$ cat src/rtl/note_chart_sequencer.sv
// Chart player: walks a registered-address chart ROM and pulses do/ka spawn requests on frame ticks.
// request is combinational in the firing vsync cycle; all other outputs are registered, and pause freezes counting.
module note_chart_sequencer #(
  parameter int ADDR_W  = 8,
  parameter int DELTA_W = 8
) (
  input  logic               clk,
  input  logic               rst,
  input  logic               vsync,
  input  logic               start,
  input  logic               pause,
  output logic [ADDR_W-1:0]  rom_addr,
  input  logic [DELTA_W+1:0] rom_data,
  output logic [1:0]         request,
  output logic               busy,
  output logic               done,
  output logic [ADDR_W-1:0]  note_cnt
);

  typedef enum logic [2:0] {
    S_IDLE  = 3'd0,
    S_FETCH = 3'd1,
    S_WAIT  = 3'd2,
    S_COUNT = 3'd3,
    S_DONE  = 3'd4
  } state_t;

  state_t             state_q, state_d;
  logic [ADDR_W-1:0]  rom_addr_q, rom_addr_d;
  logic [ADDR_W-1:0]  note_cnt_q, note_cnt_d;
  logic [DELTA_W-1:0] frame_cnt_q, frame_cnt_d;
  logic [1:0]         type_q, type_d;
  logic [DELTA_W-1:0] delta_q, delta_d;
  logic               busy_q, busy_d;
  logic               done_q, done_d;

  logic               tick_ok;
  logic [DELTA_W-1:0] delta_eff;
  logic [DELTA_W:0]   frame_inc;
  logic               fire_ok;
  logic               fire;
  logic [DELTA_W-1:0] frame_sat_inc;
  logic [ADDR_W-1:0]  note_sat_inc;

  assign tick_ok   = vsync & ~pause;
  assign delta_eff = (delta_q == '0) ? DELTA_W'(1) : delta_q;
  // One bit wider so a saturated frame count still compares as "reached".
  assign frame_inc = {1'b0, frame_cnt_q} + (DELTA_W+1)'(1);
  assign fire_ok   = (frame_inc >= {1'b0, delta_eff});
  assign fire      = (state_q == S_COUNT) && tick_ok && fire_ok;

  assign frame_sat_inc = (&frame_cnt_q) ? frame_cnt_q : frame_cnt_q + DELTA_W'(1);
  assign note_sat_inc  = (&note_cnt_q) ? note_cnt_q : note_cnt_q + ADDR_W'(1);

  always_comb begin
    state_d     = state_q;
    rom_addr_d  = rom_addr_q;
    note_cnt_d  = note_cnt_q;
    frame_cnt_d = frame_cnt_q;
    type_d      = type_q;
    delta_d     = delta_q;
    case (state_q)
      S_IDLE, S_DONE: begin
        if (start) begin
          rom_addr_d  = '0;
          note_cnt_d  = '0;
          frame_cnt_d = '0;
          state_d     = S_FETCH;
        end
      end
      S_FETCH: begin
        if (tick_ok) frame_cnt_d = frame_sat_inc;
        state_d = S_WAIT;
      end
      S_WAIT: begin
        if (tick_ok) frame_cnt_d = frame_sat_inc;
        type_d  = rom_data[DELTA_W+1:DELTA_W];
        delta_d = rom_data[DELTA_W-1:0];
        state_d = (rom_data[DELTA_W+1:DELTA_W] == 2'b00) ? S_DONE : S_COUNT;
      end
      S_COUNT: begin
        if (tick_ok) begin
          if (fire_ok) begin
            frame_cnt_d = '0;
            note_cnt_d  = note_sat_inc;
            // The last ROM slot ends the chart even without an explicit end entry.
            if (&rom_addr_q) begin
              state_d = S_DONE;
            end else begin
              rom_addr_d = rom_addr_q + ADDR_W'(1);
              state_d    = S_FETCH;
            end
          end else begin
            frame_cnt_d = frame_sat_inc;
          end
        end
      end
      default: state_d = S_IDLE;
    endcase
    busy_d = (state_d == S_FETCH) || (state_d == S_WAIT) || (state_d == S_COUNT);
    done_d = (state_d == S_DONE);
  end

  always_ff @(posedge clk or posedge rst) begin
    if (rst) begin
      state_q     <= S_IDLE;
      rom_addr_q  <= '0;
      note_cnt_q  <= '0;
      frame_cnt_q <= '0;
      type_q      <= 2'b00;
      delta_q     <= '0;
      busy_q      <= 1'b0;
      done_q      <= 1'b0;
    end else begin
      state_q     <= state_d;
      rom_addr_q  <= rom_addr_d;
      note_cnt_q  <= note_cnt_d;
      frame_cnt_q <= frame_cnt_d;
      type_q      <= type_d;
      delta_q     <= delta_d;
      busy_q      <= busy_d;
      done_q      <= done_d;
    end
  end

  assign request  = fire ? type_q : 2'b00;
  assign rom_addr = rom_addr_q;
  assign note_cnt = note_cnt_q;
  assign busy     = busy_q;
  assign done     = done_q;

endmodule

$ cat config.mk
export PLATFORM = sky130hd
export DESIGN_NAME = note_chart_sequencer
export DESIGN_NICKNAME = d
export VERILOG_FILES = /design/src/rtl/note_chart_sequencer.sv
export SDC_FILE = /design/constraint.sdc
export NUM_CORES = 1
export LEC_CHECK = 0
export ABC_AREA = 0
export ABC_CLOCK_PERIOD_IN_PS = 3450
export CAP_MARGIN = 20
export CORE_AREA = 5 5 97 81
export DETAILED_ROUTE_END_ITERATION = 16
export DIE_AREA = 0 0 102 86
export GPL_TIMING_DRIVEN = 1
export PLACE_DENSITY = 0.52
export SYNTH_ARGS = -nofsm -noshare
export SYNTH_HDL_FRONTEND = slang
export SYNTH_SLANG_ARGS = --single-unit
$ cat constraint.sdc
create_clock -name clk -period 3.45 [get_ports clk]
set_input_delay 0.69 -clock clk [delete_from_list [all_inputs] [get_ports clk]]
set_output_delay 0.69 -clock clk [all_outputs]
set_load 0.02 [all_outputs]
==> flow_summary.toml <==
[place]
hpwlAfterDp_um = 4086
gp_congestion = 0.7948
place_area_sq_um = 2800
dp_cells = 375
port_buffers = 34
dp_slack_ns = -0.1047

[timing]
tightest_slew_ns = 0.9918
layout_min_cycle_time_ns = 3.287
fmaxAchievable_mhz = 304.2
slew_headroom_pct = 33.59
grt_setup_unrepaired = "no"
layout_setup_ws_ns = 0.1632
finalCritPeriodShare_pct = 95.27
slew_violations = 0
finalHoldViolCount = 0
worst_clock_skew_ns = 0.007428
setup_violations = 0
whs_ns = 0.4972

[global_routing]
grt_usage_pct = 13.56
grt_pass1_vias = 1948
grt_first_pass_wirelength_um = 9480
grt_max_degree = 40
antenna_found_initial = 0
grt_overflow = 0

[yosys]
synthCells = 251
avgSynthCellArea_sq_um = 9.237
seq_area_frac_synth_pct = 42.09
synth-seq-cells = 39
synth_cell_types = 54
synth_ff_type = "dfrtp_1"
synth_warnings = 0
synth_fp_nets = 277
netlist_area_sq_um = 2318
synth_edf_count = 0
synth-async-reset-ratio_pct = 100.0

[routing]
dr.first_iter.drc_count = 120
ant_nets = 0
vias = 2075
drt-total-wl_um = 5773
wl_per_cell_um = 14.99
drt-vias-per-instance = 5.390
drcViolationCount = 0
firstDrtPassIters = 4

[setup_path]
worst-setup-path-type = "flip-flop to output pin"
crit_family = "simple AND/OR/NAND/NOR gates"
cp_slowest_stage_delay_ns = 0.40
r2r_slack_ns = 0.28
rr_worst_depth = 12
reg2reg_to = "rom_addr[0]$_DFFE_PP0P_"
reg2reg_from = "frame_cnt_q[0]$_DFFE_PP0P_"
critPathMaxFanout = 4
crit_cells = 11
worst_ep_required_time_ns = 2.76
end_kind = "output pin"
cp_num_buf_inv = 1
crit_chain = "ha_2, nand3_2, nor2_2, xor2_1, ha_1, o21a_1, o21ai_0, or3_1, o21ai_2, and2_1, buf_2"
cp-start-kind = "flip-flop"
slowest_stage = "dfrtp_1"
worstPathArrival_ns = 2.60
crit_path_end = "request[0]"
crit_start = "frame_cnt_q[0]$_DFFE_PP0P_"

[clocking]
cts.sinks = 39
path_clk_slew_ns = 0.08
cts_tree = "yes"
cts.path.max_buffers = 2
clk-insertion-delay-late_ns = 0.29
htreeDepth = 2
cts_buffers = 5
cts-root-buf = "clkbuf_8"
cts_hold_buf = 0

[die]
die-area_sq_um = 8772
die-height_um = 86
start_util_pct = 34.49
rows = 27
pin_count = 35
die_w_um = 102
core_area_sq_um = 6723

[final_layout]
n_antenna_cell = 0
drive_above_1_share_pct = 13.09
fin_cells = 385
stdcell_area_sq_um = 2913
syn_to_final_growth_pct = 25.63
fin_nets = 324

[job]
max_cap_violations = 0

[hold_path]
min-delay-path-class = "flip-flop to flip-flop"

[power_and_ir_drop]
p_total_mw = 1.867
ir_drop_uv = 284.3
leakagePower_nw = 1.298
power_density_nw_per_um2 = 641.0

[status]
outcome = "finished clean"
-- worst reg2reg max path, delay by kind of cell, from the launching register on --
kind            cells  cell delay (ns)
flops               1             0.40
fa+ha+maj           2             0.48
simple gates        3             0.32
mux                 1             0.30
compound gates      4             1.17
buf+inv             1             0.16
xor+xnor            1             0.20
-- cells by family after synthesis --
family                   after synthesis  share of synthesized area (%)
AND/OR/NAND/NOR                      101                          22.83
adder cells (fa/ha/maj)               11                          5.936
XOR/XNOR                               6                          2.267
buffers and inverters                 21                          4.425
AO/OA/AOI/OAI                         66                          19.21
flip-flops                            39                          42.09
multiplexers                           7                          3.238
-- area by class of cell --
cell class                 instances  area [sq um]
clock buffer                       6         82.58
fill                             666          3810
inverter                          12         45.04
multi-input combinational        191          1251
sequential                        39         977.2
tap                               87         108.9
timing repair buffer              49         442.9
clock inverter                     1         5.005
-- cells in the mapped netlist, types with 3 or more instances --
library cell  number  area, sq um
nor2_1            17        63.81
ha_1              11        137.6
nand2b_1           3        18.77
clkbuf_1           5        18.77
nand3_1            7        35.03
or3_1              4        25.02
or4_1              5        37.54
a311oi_1           3        26.28
a221oi_1           3        26.28
mux2i_1            3        30.03
o21ai_0           15        75.07
o211ai_1           4        30.03
nand2_1           36        135.1
a21oi_1           12        60.06
a211oi_1           3        22.52
nor3_1             3        15.01
dfrtp_1           39        975.9
and2_1             5        31.28
o311ai_0           3        26.28
mux2_2             4        45.04
xnor2_1            3        26.28
and3_1             7        43.79
inv_1             12        45.04
xor2_1             3        26.28
a21o_1             4        30.03
-- per-layer routing --
layer / share of wire (%) / global-route usage [%] / up-vias
met3: 6.1 / 4.228 / 12
met1: 49 / 18.72 / 980
met4: 1.6 / 5.364 / 0
met2: 43 / 19.65 / 66
met5: 0 / 0 / -
li1: - / - / 1017
-- per-stage QoR --
stage / utilization, % / TNS, ns
after floorplan: - / 0
after global placement: 41.65 / -0.02780
after detailed placement: 41.65 / -0.2031
after CTS: 43.31 / 0
after global routing: 43.33 / 0
final: 43.33 / 0
-- flip-flops by register name, indices dropped and copies added, names as in the netlist --
| name | flops |
|---|---|
| delta_q | 8 |
| type_q | 2 |
| rom_addr | 8 |
| frame_cnt_q | 8 |
| done | 1 |
| note_cnt | 8 |
| busy | 1 |
| state_q | 3 |
-- power breakdown --
| group | leakage [nW] | internal (mW) | switching [mW] |
|---|---|---|---|
| Sequential | 0.506 | 0.590 | 0.116 |
| Clock | 0.0470 | 0.157 | 0.167 |
| Combinational | 0.745 | 0.383 | 0.455 |
-- what timing repair did --
item                                    CTS  global route
resized for setup                         8             5
pin swaps                                 0             2
setup buffers                             2             1
endpoints found under the setup margin    2             2
-- placed cells by master, fill, tap and decap left out, drive strengths merged, types with 3 or more instances in the layout --
cell,count
a211oi,3
a21o,4
a21oi,12
a221oi,3
a311oi,3
and2,6
and3,7
buf,17
clkbuf,6
clkdlybuf4s50,32
dfrtp,39
ha,11
inv,12
mux2,4
mux2i,3
nand2,36
nand2b,4
nand3,8
nor2,17
nor3,4
o211ai,4
o21ai,17
o311ai,3
or3,4
or4,5
xnor2,3
xor2,3
-- worst min path at each step --
stage                                 start                       to  cells after the start
floorplan             type_q[0]$_DFFE_PP0N_    type_q[0]$_DFFE_PP0N_                      1
global placement    note_cnt[6]$_DFFE_PP0P_  note_cnt[6]$_DFFE_PP0P_                      1
detailed placement    type_q[0]$_DFFE_PP0N_    type_q[0]$_DFFE_PP0N_                      1
CTS                   type_q[0]$_DFFE_PP0N_    type_q[0]$_DFFE_PP0N_                      1
global route          type_q[0]$_DFFE_PP0N_    type_q[0]$_DFFE_PP0N_                      1
finish                type_q[0]$_DFFE_PP0N_    type_q[0]$_DFFE_PP0N_                      1
Power figures use the tool's default switching activity.
